[src/rtl/alu_seq_pkg.sv]
// Shared definitions for the multi-precision ALU sequencer.
// Contents: ALU word width, operation encodings, FSM state encodings and
// a small helper that classifies an operation as add-type or sub-type.
package alu_seq_pkg;

  localparam int W = 16;

  typedef enum logic [1:0] {
    OP_ADD  = 2'b00,
    OP_ADDC = 2'b01,
    OP_SUB  = 2'b10,
    OP_SUBB = 2'b11
  } op_e;

  typedef enum logic [1:0] {
    ST_IDLE = 2'b00,
    ST_RUN  = 2'b01,
    ST_DONE = 2'b10
  } state_e;

  // Bit 1 of the opcode selects subtraction for both plain and chained forms.
  function automatic logic op_is_sub(input op_e op);
    return op[1];
  endfunction

endpackage

[src/rtl/alu_mp_sequencer.sv]
// Multi-word arithmetic controller for an external combinational 16-bit
// ALU_CC. Wide operands are latched on start and walked least-significant
// word first, one word per cycle, chaining the carry/borrow through alu_pre_c.
//
// Ports:
//   clk, rst               clock, synchronous active-high reset
//   start, op, n_words     request, opcode (ADD/ADDC/SUB/SUBB), word count
//   op_a, op_b             wide operands, word i at [W*i +: W]
//   busy, done             busy while walking words, one-cycle done pulse
//   result                 wide result, words beyond the count are zero
//   cc_z/v/c/n             persistent condition codes (cc_c feeds ADDC/SUBB)
//   alu_a/b, alu_pre_c,
//   alu_adc/sub/sbb        operand words and controls to ALU_CC
//   alu_y, alu_z/v/c/n     ALU_CC result word and flags
//   dbg_state              current FSM state
//
// Handshake: start is a level sampled only in IDLE; an accepted request
// raises busy from the next cycle, and done pulses for one cycle when
// result and cc_* are valid. Requests seen in RUN or DONE are dropped.
module alu_mp_sequencer #(
  parameter int W         = 16,
  parameter int MAX_WORDS = 4,
  parameter int NW_W      = $clog2(MAX_WORDS + 1)
) (
  input  logic                   clk,
  input  logic                   rst,
  input  logic                   start,
  input  logic [1:0]             op,
  input  logic [NW_W-1:0]        n_words,
  input  logic [W*MAX_WORDS-1:0] op_a,
  input  logic [W*MAX_WORDS-1:0] op_b,
  output logic                   busy,
  output logic                   done,
  output logic [W*MAX_WORDS-1:0] result,
  output logic                   cc_z,
  output logic                   cc_v,
  output logic                   cc_c,
  output logic                   cc_n,
  output logic [W-1:0]           alu_a,
  output logic [W-1:0]           alu_b,
  output logic                   alu_pre_c,
  output logic                   alu_adc,
  output logic                   alu_sub,
  output logic                   alu_sbb,
  input  logic [W-1:0]           alu_y,
  input  logic                   alu_z,
  input  logic                   alu_v,
  input  logic                   alu_c,
  input  logic                   alu_n,
  output alu_seq_pkg::state_e    dbg_state
);
  import alu_seq_pkg::*;

  state_e                 state_q, state_d;
  op_e                    op_q, op_d;
  logic [NW_W-1:0]        last_q, last_d;
  logic [NW_W-1:0]        idx_q, idx_d;
  logic [W*MAX_WORDS-1:0] a_q, a_d, b_q, b_d;
  logic [W*MAX_WORDS-1:0] res_q, res_d;
  logic                   zacc_q, zacc_d;
  logic                   carry_q, carry_d;
  logic                   cc_z_q, cc_z_d, cc_v_q, cc_v_d;
  logic                   cc_c_q, cc_c_d, cc_n_q, cc_n_d;

  logic [NW_W-1:0]        eff_n;
  logic [W-1:0]           word_a, word_b;
  logic                   first_word;

  // Word count 0 behaves as 1; anything above MAX_WORDS is clamped.
  always_comb begin
    if (n_words == '0)
      eff_n = NW_W'(1);
    else if (n_words > NW_W'(MAX_WORDS))
      eff_n = NW_W'(MAX_WORDS);
    else
      eff_n = n_words;
  end

  always_comb begin
    word_a = '0;
    word_b = '0;
    for (int i = 0; i < MAX_WORDS; i++) begin
      if (idx_q == NW_W'(i)) begin
        word_a = a_q[W*i +: W];
        word_b = b_q[W*i +: W];
      end
    end
  end

  assign first_word = (idx_q == '0);

  // ALU drive: zero outside RUN. The first word takes its carry-in from
  // the condition codes (chained ops) or zero; later words take the carry
  // registered from the previous word, whatever borrow sense the ALU uses.
  always_comb begin
    alu_a     = '0;
    alu_b     = '0;
    alu_pre_c = 1'b0;
    alu_adc   = 1'b0;
    alu_sub   = 1'b0;
    alu_sbb   = 1'b0;
    if (state_q == ST_RUN) begin
      alu_a = word_a;
      alu_b = word_b;
      if (first_word) begin
        case (op_q)
          OP_ADD:  ;
          OP_ADDC: begin alu_adc = 1'b1; alu_pre_c = cc_c_q; end
          OP_SUB:  alu_sub = 1'b1;
          OP_SUBB: begin alu_sbb = 1'b1; alu_pre_c = cc_c_q; end
          default: ;
        endcase
      end else begin
        alu_pre_c = carry_q;
        if (op_is_sub(op_q)) alu_sbb = 1'b1;
        else                 alu_adc = 1'b1;
      end
    end
  end

  always_comb begin
    state_d = state_q;
    op_d    = op_q;
    last_d  = last_q;
    idx_d   = idx_q;
    a_d     = a_q;
    b_d     = b_q;
    res_d   = res_q;
    zacc_d  = zacc_q;
    carry_d = carry_q;
    cc_z_d  = cc_z_q;
    cc_v_d  = cc_v_q;
    cc_c_d  = cc_c_q;
    cc_n_d  = cc_n_q;
    case (state_q)
      ST_IDLE: begin
        if (start) begin
          op_d    = op_e'(op);
          last_d  = eff_n - NW_W'(1);
          a_d     = op_a;
          b_d     = op_b;
          res_d   = '0;
          idx_d   = '0;
          zacc_d  = 1'b1;
          carry_d = 1'b0;
          state_d = ST_RUN;
        end
      end
      ST_RUN: begin
        for (int i = 0; i < MAX_WORDS; i++) begin
          if (idx_q == NW_W'(i)) res_d[W*i +: W] = alu_y;
        end
        zacc_d  = zacc_q & alu_z;
        carry_d = alu_c;
        if (idx_q == last_q) begin
          cc_z_d  = zacc_q & alu_z;
          cc_v_d  = alu_v;
          cc_c_d  = alu_c;
          cc_n_d  = alu_n;
          state_d = ST_DONE;
        end else begin
          idx_d = idx_q + NW_W'(1);
        end
      end
      ST_DONE: state_d = ST_IDLE;
      default: state_d = ST_IDLE;
    endcase
  end

  always_ff @(posedge clk) begin
    if (rst) begin
      state_q <= ST_IDLE;
      op_q    <= OP_ADD;
      last_q  <= '0;
      idx_q   <= '0;
      a_q     <= '0;
      b_q     <= '0;
      res_q   <= '0;
      zacc_q  <= 1'b0;
      carry_q <= 1'b0;
      cc_z_q  <= 1'b0;
      cc_v_q  <= 1'b0;
      cc_c_q  <= 1'b0;
      cc_n_q  <= 1'b0;
    end else begin
      state_q <= state_d;
      op_q    <= op_d;
      last_q  <= last_d;
      idx_q   <= idx_d;
      a_q     <= a_d;
      b_q     <= b_d;
      res_q   <= res_d;
      zacc_q  <= zacc_d;
      carry_q <= carry_d;
      cc_z_q  <= cc_z_d;
      cc_v_q  <= cc_v_d;
      cc_c_q  <= cc_c_d;
      cc_n_q  <= cc_n_d;
    end
  end

  assign busy      = (state_q == ST_RUN);
  assign done      = (state_q == ST_DONE);
  assign result    = res_q;
  assign cc_z      = cc_z_q;
  assign cc_v      = cc_v_q;
  assign cc_c      = cc_c_q;
  assign cc_n      = cc_n_q;
  assign dbg_state = state_q;

endmodule

[config.mk]
export PLATFORM = sky130hd
export DESIGN_NAME = alu_mp_sequencer
export DESIGN_NICKNAME = d
export VERILOG_FILES = /design/src/rtl/alu_seq_pkg.sv /design/src/rtl/alu_mp_sequencer.sv
export SDC_FILE = /design/constraint.sdc
export NUM_CORES = 1
export LEC_CHECK = 0
export ABC_CLOCK_PERIOD_IN_PS = 3750
export CORE_ASPECT_RATIO = 2
export CORE_MARGIN = 2
export CORE_UTILIZATION = 30
export DETAILED_ROUTE_END_ITERATION = 16
export PLACE_DENSITY = 0.61
export SLEW_MARGIN = 20
export SYNTH_ARGS = -nofsm -noshare
export SYNTH_HDL_FRONTEND = slang
export SYNTH_SLANG_ARGS = --single-unit
[constraint.sdc]
create_clock -name clk -period 3.75 [get_ports clk]
set_clock_uncertainty 0.15 [all_clocks]
set_input_delay 0.5625 -clock clk [delete_from_list [all_inputs] [get_ports clk]]
set_output_delay 0.5625 -clock clk [all_outputs]
set_load 0.005 [all_outputs]
==> impl_metrics.ini <==
[pwr]
peakVddDrop_v = 0.0003531
combPwrFrac_pct = 16.2
seq_power_share_pct = 43.6
sw_frac_of_total_pct = 26.35
pwr-share-clk_pct = 40.2
internal_power_mw = 4.104
p_leak_nw = 4.690
p_per_area_nw_per_um2 = 454.2
p_sw_mw = 1.468

[min_path]
hold_path_class = reg -> reg
whs_path_depth = 2
min_from = b_q[8]
whs_endpoint = b_q[8]

[synthesis]
yosysUniqueCellTypes = 33
synth_edf_count = 0
syn_area_per_cell_um2 = 7.958
synth_seq_cells = 208
yosysWarnings = 0
synth.area.top_cells = dfxtp_1, nand2_1, mux2i_1, a21oi_1, o221ai_1
yosysTopAreaCell = dfxtp_1
synth_top_area_share_pct = 47.83
netlist_area_um2 = 8706
ys_seq_area_share_pct = 47.83
postSynthNetCount = 1256
ys.flop_type = dfxtp_1
async_flop_share_pct = 0
synthCells = 1094

[clocking]
cts_buffer_depth = 3
cts-root-buf = clkbuf_16
cts_buffers = 21
numClockSinks = 208
insertion_delay_ps = 510
cts_tree = built
clk_pin_slew_ps = 70
htreeDepth = 1

[floorplan]
placementRows = 88
core_um2 = 28740
dieWidth_um = 124.5
die_area_um2 = 30480
io_pins = 264
start_util_pct = 30.29
die_y_um = 244.9

[critical_path]
r2r_setup_slack_ps = 1080
slowest_stage = clkdlybuf4s50_1
crit_chain = inv_1 > ha_1 > nor4b_4 > buf_6 > o221ai_1 > nand2_1 > clkdlybuf4s50_1
worstPathRequired_ps = 3040
path_depth = 7
critical-path-max-stage-delay_ps = 500
worstSetupPathType = reg -> out
r2r-start = idx_q[0]
endpoint_kind = primary output
cp_top_family = buffers and inverters
crit_arrival_ps = 2910
start_kind = flip-flop
rr_worst_depth = 7
r2r-end = result[7]
crit_buf_inv = 3
path_max_fanout = 32

[timing]
rsz0062_at_grt = false
hold_ws_ps = 304.6
worst_pin_slew_ps = 845.1
max_freq_ghz = 0.2758
period_needed_ps = 3626
fin_tns_setup_ps = 0
drv_slew = 0
hold_violations = 0
relSlewSlack_pct = 43.54
setup_viol = 0
timing.final.crit_share_pct = 96.70

[final_layout]
finalCoreUtilization_pct = 42.70
seq_area_um2 = 4164
mostFrequentLayoutCells = nand2_1, clkdlybuf4s50_1, dfxtp_1, a21oi_1, nor2_1
area_growth_pct = 40.95
finalNetCount = 1470
post_layout_nonfiller_instances = 1686
drive_gt1_share_pct = 4.989
multi_input_area_um2 = 4115
final_common_cell = nand2_1
num-fill-cells = 2864

[placement]
dp_cells = 1645
port_buffers = 263
post-dp-hpwl_um = 20470
place.gp.congestion = 0.8171

[run]
maxCapViolations = 0

[status]
outcome = finished, final reports clean

[grt]
track_usage_pct = 18.49
antenna_found_initial = 3
grt_pass1_vias = 8007
overflow = 0
grt_pass1_wl_um = 44760
grt_max_degree = 102

[routing]
vias_per_cell = 4.771
drc = 0
wirelength_um = 29320
ant_nets = 0
dr.pass1.iters = 4
wl_per_cell_um = 17.39
drt_iter0_drc = 324
via_count = 8044
## worst max-delay path by stage
stage	end	start
floorplan	alu_a[0]	idx_q[0]
global route	alu_b[4]	idx_q[2]
detailed placement	alu_b[3]	idx_q[2]
finish	alu_b[3]	idx_q[2]
global placement	alu_b[3]	idx_q[2]
CTS	alu_a[9]	idx_q[0]
## sequential cells by signal (all words and copies together), names as in the netlist
| name | cells |
|---|---|
| last_q | 3 |
| b_q | 64 |
| cc_n | 1 |
| dbg_state | 2 |
| carry_q | 1 |
| idx_q | 3 |
| cc_v | 1 |
| zacc_q | 1 |
| op_q | 2 |
| cc_z | 1 |
| cc_c | 1 |
| a_q | 64 |
| result | 64 |
## power groups by stage
stage / logic (mW) / registers [mW] / clock network, mW
after global placement: 0.903 / 2.48 / 0
final: 0.901 / 2.43 / 2.24
after global routing: 0.994 / 2.45 / 2.39
after detailed placement: 0.911 / 2.48 / 0
after floorplan: 0.524 / 2.46 / 0
after CTS: 0.915 / 2.43 / 2.32
## worst reg2reg max path, delay by kind of cell (launching register included)
kind / cells / cell delay, ps
flops: 1 / 380
compound gates: 1 / 720
simple gates: 2 / 210
buf+inv: 2 / 460
mux: 1 / 290
fa+ha+maj: 1 / 340
## synth_stat cells, types with 2 or more instances
cell type / instances
a211oi_1: 2
a21oi_1: 135
a21oi_4: 4
and2_1: 17
buf_1: 6
buf_2: 17
buf_6: 14
clkbuf_1: 50
dfxtp_1: 208
ha_1: 6
inv_1: 5
mux2i_1: 70
nand2_1: 393
nand2b_1: 3
nand2b_4: 2
nand3_1: 2
nand3b_1: 3
nor2_1: 74
nor2b_1: 2
nor3_1: 3
o21ai_0: 33
o221ai_1: 32
xor2_1: 3
## through the flow
step           setup slack (ps)  power (mW)  cell area [um^2]
2_1_floorplan              1427       2.983              8706
3_3_place_gp              602.2       3.379             11510
3_5_place_dp              562.7       3.390             11510
4_1_cts                   89.50       5.662             12240
5_1_grt                   27.26       5.826             12270
6_report                  123.6       5.573             12270
## layout make-up
type	instances	area share, %
multi-input cells	794	33.54
clock buffers	28	4.823
clock inverters	10	1.101
flip-flops and latches	208	33.93
repair buffers	278	22.72
inverters	5	0.1530
well taps	360	3.671
diodes	3	0.06118
## per-layer routing
layer | GRT usage, % | vias to the layer above | wire, um
met4 | 8.559 | 0 | 1091
met5 | 0 | - | 0
met1 | 18.99 | 3745 | 10660
met2 | 36.13 | 219 | 16220
met3 | 2.768 | 53 | 1347
li1 | - | 4027 | -
## logic make-up (layout without fill, tap and decap cells)
logic type | count (synthesis) | in the layout | synth area share, %
adder cells (fa/ha/maj) | 6 | 6 | 0.8623
other | 0 | 3 | 0
AO/OA/AOI/OAI | 209 | 209 | 14.11
buffers and inverters | 92 | 321 | 5.418
XOR/XNOR | 4 | 4 | 0.4025
AND/OR/NAND/NOR | 505 | 505 | 23.33
multiplexers | 70 | 70 | 8.048
flip-flops | 208 | 208 | 47.83
## repair_timing
| action | 4_1_cts | 5_1_grt |
|---|---|---|
| gates resized for setup | 1 | 2 |
| cloned | 0 | 0 |
| setup endpoints to repair | 2 | 14 |
| setup buffers | 0 | 0 |
| hold buffers | 0 | 0 |
Note: power is estimated with default switching activity, not from simulation.
